## src/rtl/fft_bin_streamer.sv

```systemverilog
// -----------------------------------------------------------------------------
// fft_bin_streamer
//
// Purpose:
//   Unloads one complete 8-bin complex frame from the FFT/IFFT core in a single
//   parallel handshake and stores it in a two-frame ping-pong buffer. The bins
//   are then streamed out in natural order 0..7, one per cycle, over a
//   valid/ready interface. Each bin is tagged with the FFT/IFFT mode of its
//   frame.
//
// Optional feature:
//   FFT_BIN_STREAMER_MAGSQ_EN - when defined, adds the out_magsq port. This
//   output is out_r^2 + out_i^2 and is registered alongside the bin, so it adds
//   no latency.
//
// Ports:
//   clk          in   rising-edge clock
//   reset        in   synchronous, active-high reset
//   frame_valid  in   parallel frame present on bin_r/bin_i
//   frame_ready  out  a frame can be accepted this cycle (registered state only)
//   frame_mode   in   0 = FFT result, 1 = IFFT result
//   bin_r/bin_i  in   8 packed signed components, bin k at [k*DATA_W +: DATA_W]
//   out_valid    out  output word valid
//   out_ready    in   downstream accepts word
//   out_r/out_i  out  current bin components
//   out_idx      out  bin index 0..7
//   out_last     out  high with bin 7
//   out_mode     out  mode tag of the frame the bin belongs to
//   out_magsq    out  unsigned out_r^2 + out_i^2 (optional)
// -----------------------------------------------------------------------------
module fft_bin_streamer #(
  parameter int DATA_W = 16
) (
  input  logic                clk,
  input  logic                reset,
  input  logic                frame_valid,
  output logic                frame_ready,
  input  logic                frame_mode,
  input  logic [8*DATA_W-1:0] bin_r,
  input  logic [8*DATA_W-1:0] bin_i,
  output logic                out_valid,
  input  logic                out_ready,
  output logic [DATA_W-1:0]   out_r,
  output logic [DATA_W-1:0]   out_i,
  output logic [2:0]          out_idx,
  output logic                out_last,
  output logic                out_mode
`ifdef FFT_BIN_STREAMER_MAGSQ_EN
  ,
  output logic [2*DATA_W:0]   out_magsq
`endif
);

  typedef enum logic {
    S_IDLE   = 1'b0,
    S_STREAM = 1'b1
  } state_t;

  // Ping-pong frame storage. Data words carry no reset; only the full flags
  // decide whether their contents are meaningful.
  logic [DATA_W-1:0] buf_r_q [2][8];
  logic [DATA_W-1:0] buf_i_q [2][8];
  logic [1:0]        buf_mode_q;

  state_t            state_q, state_d;
  logic [1:0]        full_q, full_d;
  logic              wr_sel_q, wr_sel_d;
  logic              rd_sel_q, rd_sel_d;
  logic [2:0]        rd_idx_q, rd_idx_d;

  logic              out_valid_q, out_valid_d;
  logic [DATA_W-1:0] out_r_q, out_r_d;
  logic [DATA_W-1:0] out_i_q, out_i_d;
  logic [2:0]        out_idx_q, out_idx_d;
  logic              out_last_q, out_last_d;
  logic              out_mode_q, out_mode_d;

  logic              capture;
  logic              load;
  logic [DATA_W-1:0] word_r;
  logic [DATA_W-1:0] word_i;

`ifdef FFT_BIN_STREAMER_MAGSQ_EN
  logic [2*DATA_W:0]          magsq_q, magsq_d;
  logic signed [2*DATA_W-1:0] sq_r;
  logic signed [2*DATA_W-1:0] sq_i;
`endif

  // Ready depends only on registered state, so a buffer freed at an edge is
  // advertised starting with the following cycle.
  assign frame_ready = !reset && !full_q[wr_sel_q];
  assign capture     = frame_valid && frame_ready;
  assign load        = (state_q == S_STREAM) && (!out_valid_q || out_ready);

  assign word_r = buf_r_q[rd_sel_q][rd_idx_q];
  assign word_i = buf_i_q[rd_sel_q][rd_idx_q];

`ifdef FFT_BIN_STREAMER_MAGSQ_EN
  // Both squares are non-negative and at most 2^(2*DATA_W-2), so zero-extending
  // them and adding cannot overflow the 2*DATA_W+1 bit result.
  assign sq_r = $signed(word_r) * $signed(word_r);
  assign sq_i = $signed(word_i) * $signed(word_i);
`endif

  always_comb begin
    full_d      = full_q;
    wr_sel_d    = wr_sel_q;
    rd_sel_d    = rd_sel_q;
    rd_idx_d    = rd_idx_q;
    out_valid_d = out_valid_q;
    out_r_d     = out_r_q;
    out_i_d     = out_i_q;
    out_idx_d   = out_idx_q;
    out_last_d  = out_last_q;
    out_mode_d  = out_mode_q;
`ifdef FFT_BIN_STREAMER_MAGSQ_EN
    magsq_d     = magsq_q;
`endif

    // The capture and read buffers can never coincide. Capture needs
    // full[wr_sel] clear, and reading needs full[rd_sel] set.
    if (capture) begin
      full_d[wr_sel_q] = 1'b1;
      wr_sel_d         = ~wr_sel_q;
    end

    if (load) begin
      out_valid_d = 1'b1;
      out_r_d     = word_r;
      out_i_d     = word_i;
      out_idx_d   = rd_idx_q;
      out_last_d  = (rd_idx_q == 3'd7);
      out_mode_d  = buf_mode_q[rd_sel_q];
`ifdef FFT_BIN_STREAMER_MAGSQ_EN
      magsq_d     = {1'b0, sq_r} + {1'b0, sq_i};
`endif
      rd_idx_d    = 3'(rd_idx_q + 3'd1);
      if (rd_idx_q == 3'd7) begin
        full_d[rd_sel_q] = 1'b0;
        rd_sel_d         = ~rd_sel_q;
      end
    end else if (out_ready) begin
      // Only reachable in IDLE: the pending word (if any) is consumed.
      out_valid_d = 1'b0;
    end

    // The state register tracks whether the buffer to be read next is full.
    state_d = full_d[rd_sel_d] ? S_STREAM : S_IDLE;
  end

  always_ff @(posedge clk) begin
    if (reset) begin
      state_q     <= S_IDLE;
      full_q      <= 2'b00;
      wr_sel_q    <= 1'b0;
      rd_sel_q    <= 1'b0;
      rd_idx_q    <= 3'd0;
      out_valid_q <= 1'b0;
      out_r_q     <= '0;
      out_i_q     <= '0;
      out_idx_q   <= 3'd0;
      out_last_q  <= 1'b0;
      out_mode_q  <= 1'b0;
`ifdef FFT_BIN_STREAMER_MAGSQ_EN
      magsq_q     <= '0;
`endif
    end else begin
      state_q     <= state_d;
      full_q      <= full_d;
      wr_sel_q    <= wr_sel_d;
      rd_sel_q    <= rd_sel_d;
      rd_idx_q    <= rd_idx_d;
      out_valid_q <= out_valid_d;
      out_r_q     <= out_r_d;
      out_i_q     <= out_i_d;
      out_idx_q   <= out_idx_d;
      out_last_q  <= out_last_d;
      out_mode_q  <= out_mode_d;
`ifdef FFT_BIN_STREAMER_MAGSQ_EN
      magsq_q     <= magsq_d;
`endif
    end
  end

  // Frame capture into the buffer selected by wr_sel.
  generate
    for (genvar gi = 0; gi < 8; gi++) begin : g_capture
      always_ff @(posedge clk) begin
        if (capture) begin
          buf_r_q[wr_sel_q][gi] <= bin_r[gi*DATA_W +: DATA_W];
          buf_i_q[wr_sel_q][gi] <= bin_i[gi*DATA_W +: DATA_W];
        end
      end
    end
  endgenerate

  always_ff @(posedge clk) begin
    if (capture) begin
      buf_mode_q[wr_sel_q] <= frame_mode;
    end
  end

  assign out_valid = out_valid_q;
  assign out_r     = out_r_q;
  assign out_i     = out_i_q;
  assign out_idx   = out_idx_q;
  assign out_last  = out_last_q;
  assign out_mode  = out_mode_q;
`ifdef FFT_BIN_STREAMER_MAGSQ_EN
  assign out_magsq = magsq_q;
`endif

endmodule

```

## config.mk

```make
export PLATFORM = sky130hd
export DESIGN_NAME = fft_bin_streamer
export DESIGN_NICKNAME = d
export VERILOG_FILES = /design/src/rtl/fft_bin_streamer.sv
export SDC_FILE = /design/constraint.sdc
export NUM_CORES = 1
export LEC_CHECK = 0
export BUFFER_PORTS_ARGS = -buffer_cell sky130_fd_sc_hd__buf_2
export CORE_AREA = 3 3 209 211
export DETAILED_ROUTE_END_ITERATION = 8
export DIE_AREA = 0 0 212 214
export GPL_TIMING_DRIVEN = 1
export PLACE_DENSITY = 0.71
export SKIP_CTS_REPAIR_TIMING = 1
export SLEW_MARGIN = 40
export SYNTH_ARGS = -nofsm -noshare
export SYNTH_HDL_FRONTEND = slang
export SYNTH_SLANG_ARGS = --single-unit
export TNS_END_PERCENT = 1
```

## constraint.sdc

```tcl
create_clock -name clk -period 15 [get_ports clk]
set_input_delay 3 -clock clk [delete_from_list [all_inputs] [get_ports clk]]
set_output_delay 3 -clock clk [all_outputs]
set_load 0.05 [all_outputs]
```

Word level (Yosys, flattened, before mapping)
Memories as Yosys holds them, arrays and structs flattened. A register that Yosys moved wholly into a read port is not among the register bits.
Cells that the tools add are included.
{ "totals": {"reg_bits": 48, "ram_bits": 512, "input_bits": 261, "output_inout_bits": 39, "wordCells": 67, "n_memories": 2} }
{ "op_classes": {"add_sub_neg": 1, "n_lt_le_gt_ge": 6, "eq_ne": 1, "mux": 29, "n_bitwise": 6, "reduce_logical": 10} }
{ "mem_list": {"columns": ["memory", "depth", "width", "read_ports", "rd_ports_with_merged_regs", "write_ports", "line_no", "source"], "rows": [
  ["buf_i_q", 2, 128, 1, 1, 1, "62", "logic [DATA_W-1:0] buf_i_q [2][8];"],
  ["buf_r_q", 2, 128, 1, 1, 1, "61", "logic [DATA_W-1:0] buf_r_q [2][8];"]
]} }
{ "op_table": {"columns": ["operator", "n"], "rows": [
  ["16-bit binary-select mux with 3-bit select", 2],
  ["16-bit two-way mux", 4],
  ["1-bit two-way mux", 17],
  ["1-bit by 2-bit less-than comparator with 1-bit output (second input constant)", 3],
  ["2-bit two-way mux", 3],
  ["1-bit logical AND", 5],
  ["4-bit greater-or-equal comparator (second input constant)", 1],
  ["3-bit NOT with 4-bit output", 1],
  ["3-bit by 1-bit adder with 3-bit output (second input constant)", 1],
  ["3-bit equality test (second input constant)", 1],
  ["1-bit logical NOT", 3],
  ["2-bit bitwise AND", 1],
  ["2-bit bitwise mux", 1],
  ["1-bit demux with 1-bit select", 2],
  ["1-bit greater-or-equal comparator (second input constant)", 2],
  ["1-bit NOT", 2],
  ["2-bit NOT", 1],
  ["2-bit OR", 1],
  ["2-bit nonzero test", 1],
  ["1-bit logical OR", 1]
]} }

Longest topological paths before layout
{ "depth": {"word_depth": 12, "mapped_depth": 6, "ltp_nobuf": 6} }

Worst setup path before layout
No wires, ideal clock.
{ "synth_path": {"path_kind": "in2reg", "from": "in reset", "to": "mem buf_i_q[0][0] (netlist name) (enable)", "setup_time_ps": 652, "arrival_time_ps": 10428, "required_time_ps": 14348, "slack_ps": 3920, "path_stages": 3, "n_path_buf": 1, "cell_sequence": "buf_2 -> a211oi_1 -> and2_1"} }
{ "synth_via": {"elab_chain_cells": 5} }
{ "synth_lines": {"columns": ["item", "line_no", "source"], "rows": [
  ["start, declared", "35", "input logic reset,"],
  ["1-bit logical NOT", "91", "assign frame_ready = !reset && !full_q[wr_sel_q];"],
  ["1-bit logical AND", "91", null],
  ["via frame_ready", "37", "output logic frame_ready,"],
  ["1-bit logical AND", "92", "assign capture = frame_valid && frame_ready;"],
  ["1-bit two-way mux", "189", "if (capture) begin"],
  ["1-bit two-way mux (implied by the code)", "191", "buf_i_q[wr_sel_q][gi] <= bin_i[gi*DATA_W +: DATA_W];"],
  ["end, declared", "62", null]
]} }
The timed path passes the listed nets, and every way through them passes these cells.

Worst setup path in the final report
{ "layout_path": {"from": "in reset", "to": "out frame_ready"} }
{ "layout_via": {"elab_chain_cells": 2} }
{ "layout_lines": {"columns": ["item", "line_no"], "rows": [
  ["1-bit logical NOT", "91"],
  ["1-bit logical AND", "91"],
  ["end, declared", "37"]
]} }
Every way passes these cells.

==> reports/results.ini <==
[min_path]
hp-class = reg -> reg

[synth]
synthFlopType = edfxtp_1
synthArstFlopShare_pct = 0
ys_seq_area_share_pct = 78.00
yosys_register_bits = 560
syn_inst = 928
syn_avg_cell_area_sq_um = 22.59
synth_area_leaders = edfxtp_1 (74%), mux4_2 (14%), dfxtp_1 (4.4%)
syn_area_sq_um = 20970
yosys.area.top_type = edfxtp_1
synth_edf_count = 514
synth.top_cell.area_share_pct = 73.61
synth_common_cells = edfxtp_1 (514), mux4_2 (128), mux2i_1 (57), dfxtp_1 (46), nand3_1 (33)
synth_most_common_cell = edfxtp_1
yosysUniqueCellTypes = 37
yosysWarnings = 0
synth_nets = 1191

[floorplanning]
die_area_sq_um = 45370
start_util_pct = 49.99
fp.dieW_um = 212
io_pins = 300
die_y_um = 214
core_area_sq_um = 41950
row_count = 75

[global_routing]
grt_pass1_wl_mm = 65.47
grt_pass1_vias = 11271
grt_max_degree = 146
grt_antenna_before_repair = 25
grt.total_usage_pct = 19.09
grt-ovfl-total = 0

[critical_path]
startpoint_type = input pin
crit_path_end_kind = output port
cpMaxStageDelayCell = a211oi_1
path_cells = buf_2, a211oi_1, buf_2
cp.arrival_ns = 3.92
cp_common_cell = buf_2
critPathMaxStageDelay_ns = 0.36
crit_fanout = 18
required_ns = 12.00
worst-setup-path-type = in -> out

[power]
ir_worst_vdd_v = 0.0001184
power_leakage_nw = 8.706
power_density_nw_per_um2 = 133.6

[cells_and_area]
nFillCells = 3002
area_delta_synth_final_pct = 18.74
final_core_util_pct = 59.36
final_layout_size_suffix_gt1_share_pct = 41.51
fin_nets = 1509

[timing]
setup_ws_ns = 8.081
slew_headroom_pct = 44.93
tns_ns = 0
slew_violations = 0
fin_crit_ns = 6.919
fin_skew_ns = 0.01152
setup_viol = 0
fmax_mhz = 144.5
timing.final.crit_share_pct = 46.13
hold_viol_final = 0
tightest_slew_ns = 0.8248
rsz0062_at_grt = false

[drt]
first_iter_violations = 851
wl_mm = 43.10
vias = 10399
drcViolationCount = 0
first_pass_iters = 5
routedWlPerCell_um = 23.43
drtAntennaViolNets = 0
vias_per_cell = 5.655

[outcome]
outcome = finished, final reports clean

[clock_network]
cts_buffer_depth = 3
clk_pin_slew_worst_paths_ns = 0.06
cts_sinks = 560
clock_latency_ns = 0.58
cts_tree = built
htreeDepth = 2
root_buffer = clkbuf_16
cts_buffers = 55

[placed_design]
hpwl_mm = 27.46
io_buffers = 299
place_ws_ns = 8.082
place_congestion = 0.7285

[flow_run]
maxCapViolCount = 0

metal layers:
metal / GRT usage (%) / wire (um)
met1: 24.91 / 17010
met2: 31.17 / 21400
met3: 5.961 / 3528
met4: 5.604 / 966
met5: 0 / 191
worst paths after layout:
check / start / endpoint / slack, ns / cells past startpoint
worst max-delay path: reset / frame_ready / 8.08 / 3
worst min-delay path: out_idx[1] / out_idx[1] / 0.47 / 2
worst max register to register: wr_sel_q / buf_r_q[0][34] / 11.58 / 6
worst min register to register: out_idx[1] / out_idx[1] / 0.47 / 2
layout by cell type (no fill, tap or decap), drive strengths merged, types with 2 or more instances in the layout:
master and n:
a211oi 2, a21oi 8, a22oi 4, a31oi 5, and4 2, buf 313
bufinv 5, clkbuf 79, clkinv 15, dfxtp 46, diode 11, edfxtp 514
ha 2, inv 5, mux2 4, mux2i 57, mux4 128, nand2 18
nand2b 2, nand3 33, nor2 3, nor2b 3, o221ai 28
through the flow:
step	total power, mW	hold WS (ns)	area, sq um	cells
floorplan	1.930	0.4810	20970	928
global placement	1.996	0.4621	22920	1723
detailed placement	2.005	0.4737	23030	1727
CTS	3.358	0.4850	24830	1827
global route	3.441	0.4995	24880	1832
finish	3.325	0.4733	24900	1839
kinds of logic (layout without fill, tap and decap cells):
group / Yosys count / after routing / share of synthesized area [%]
flip-flops: 560 / 560 / 78.00
multiplexers: 189 / 189 / 16.68
AND/OR/NAND/NOR: 65 / 65 / 1.540
buffers and inverters: 57 / 418 / 1.623
AO/OA/AOI/OAI: 54 / 54 / 1.987
adder cells (fa/ha/maj): 2 / 2 / 0.1193
XOR/XNOR: 1 / 1 / 0.04178
other: 0 / 11 / 0
worst max-delay path, delay by kind of cell:
kind            cells  cell delay (ns)
buf+inv             2             0.55
compound gates      1             0.36
state kept, by name (all words and copies together) (netlist names), 2 cells and up:
signal	cells
buf_i_q	256
buf_r_q	256
out_i	16
out_r	16
out_idx	3
rd_idx_q	3
buf_mode_q	2
full_q	2
power breakdown:
group	leakage (nW)	total (mW)	switching (mW)	internal, mW
combinational	2.75	0.186	0.117	0.0695
sequential	5.07	1.79	0.0190	1.77
clock	0.884	1.35	0.541	0.813
final cells by class:
cell class                      count  area (sq um)  share of cell area, %
Antenna cell                       11         27.53                 0.1106
Clock buffer                       79          1579                  6.342
Clock inverter                     21         224.0                 0.8995
Inverter                            5         21.27                0.08543
Multi-Input combinational cell    311          4300                  17.27
Sequential cell                   560         16360                  65.73
Tap cell                          539         674.4                  2.709
Timing Repair Buffer              313          1707                  6.855
Power figures use the tool's default switching activity.
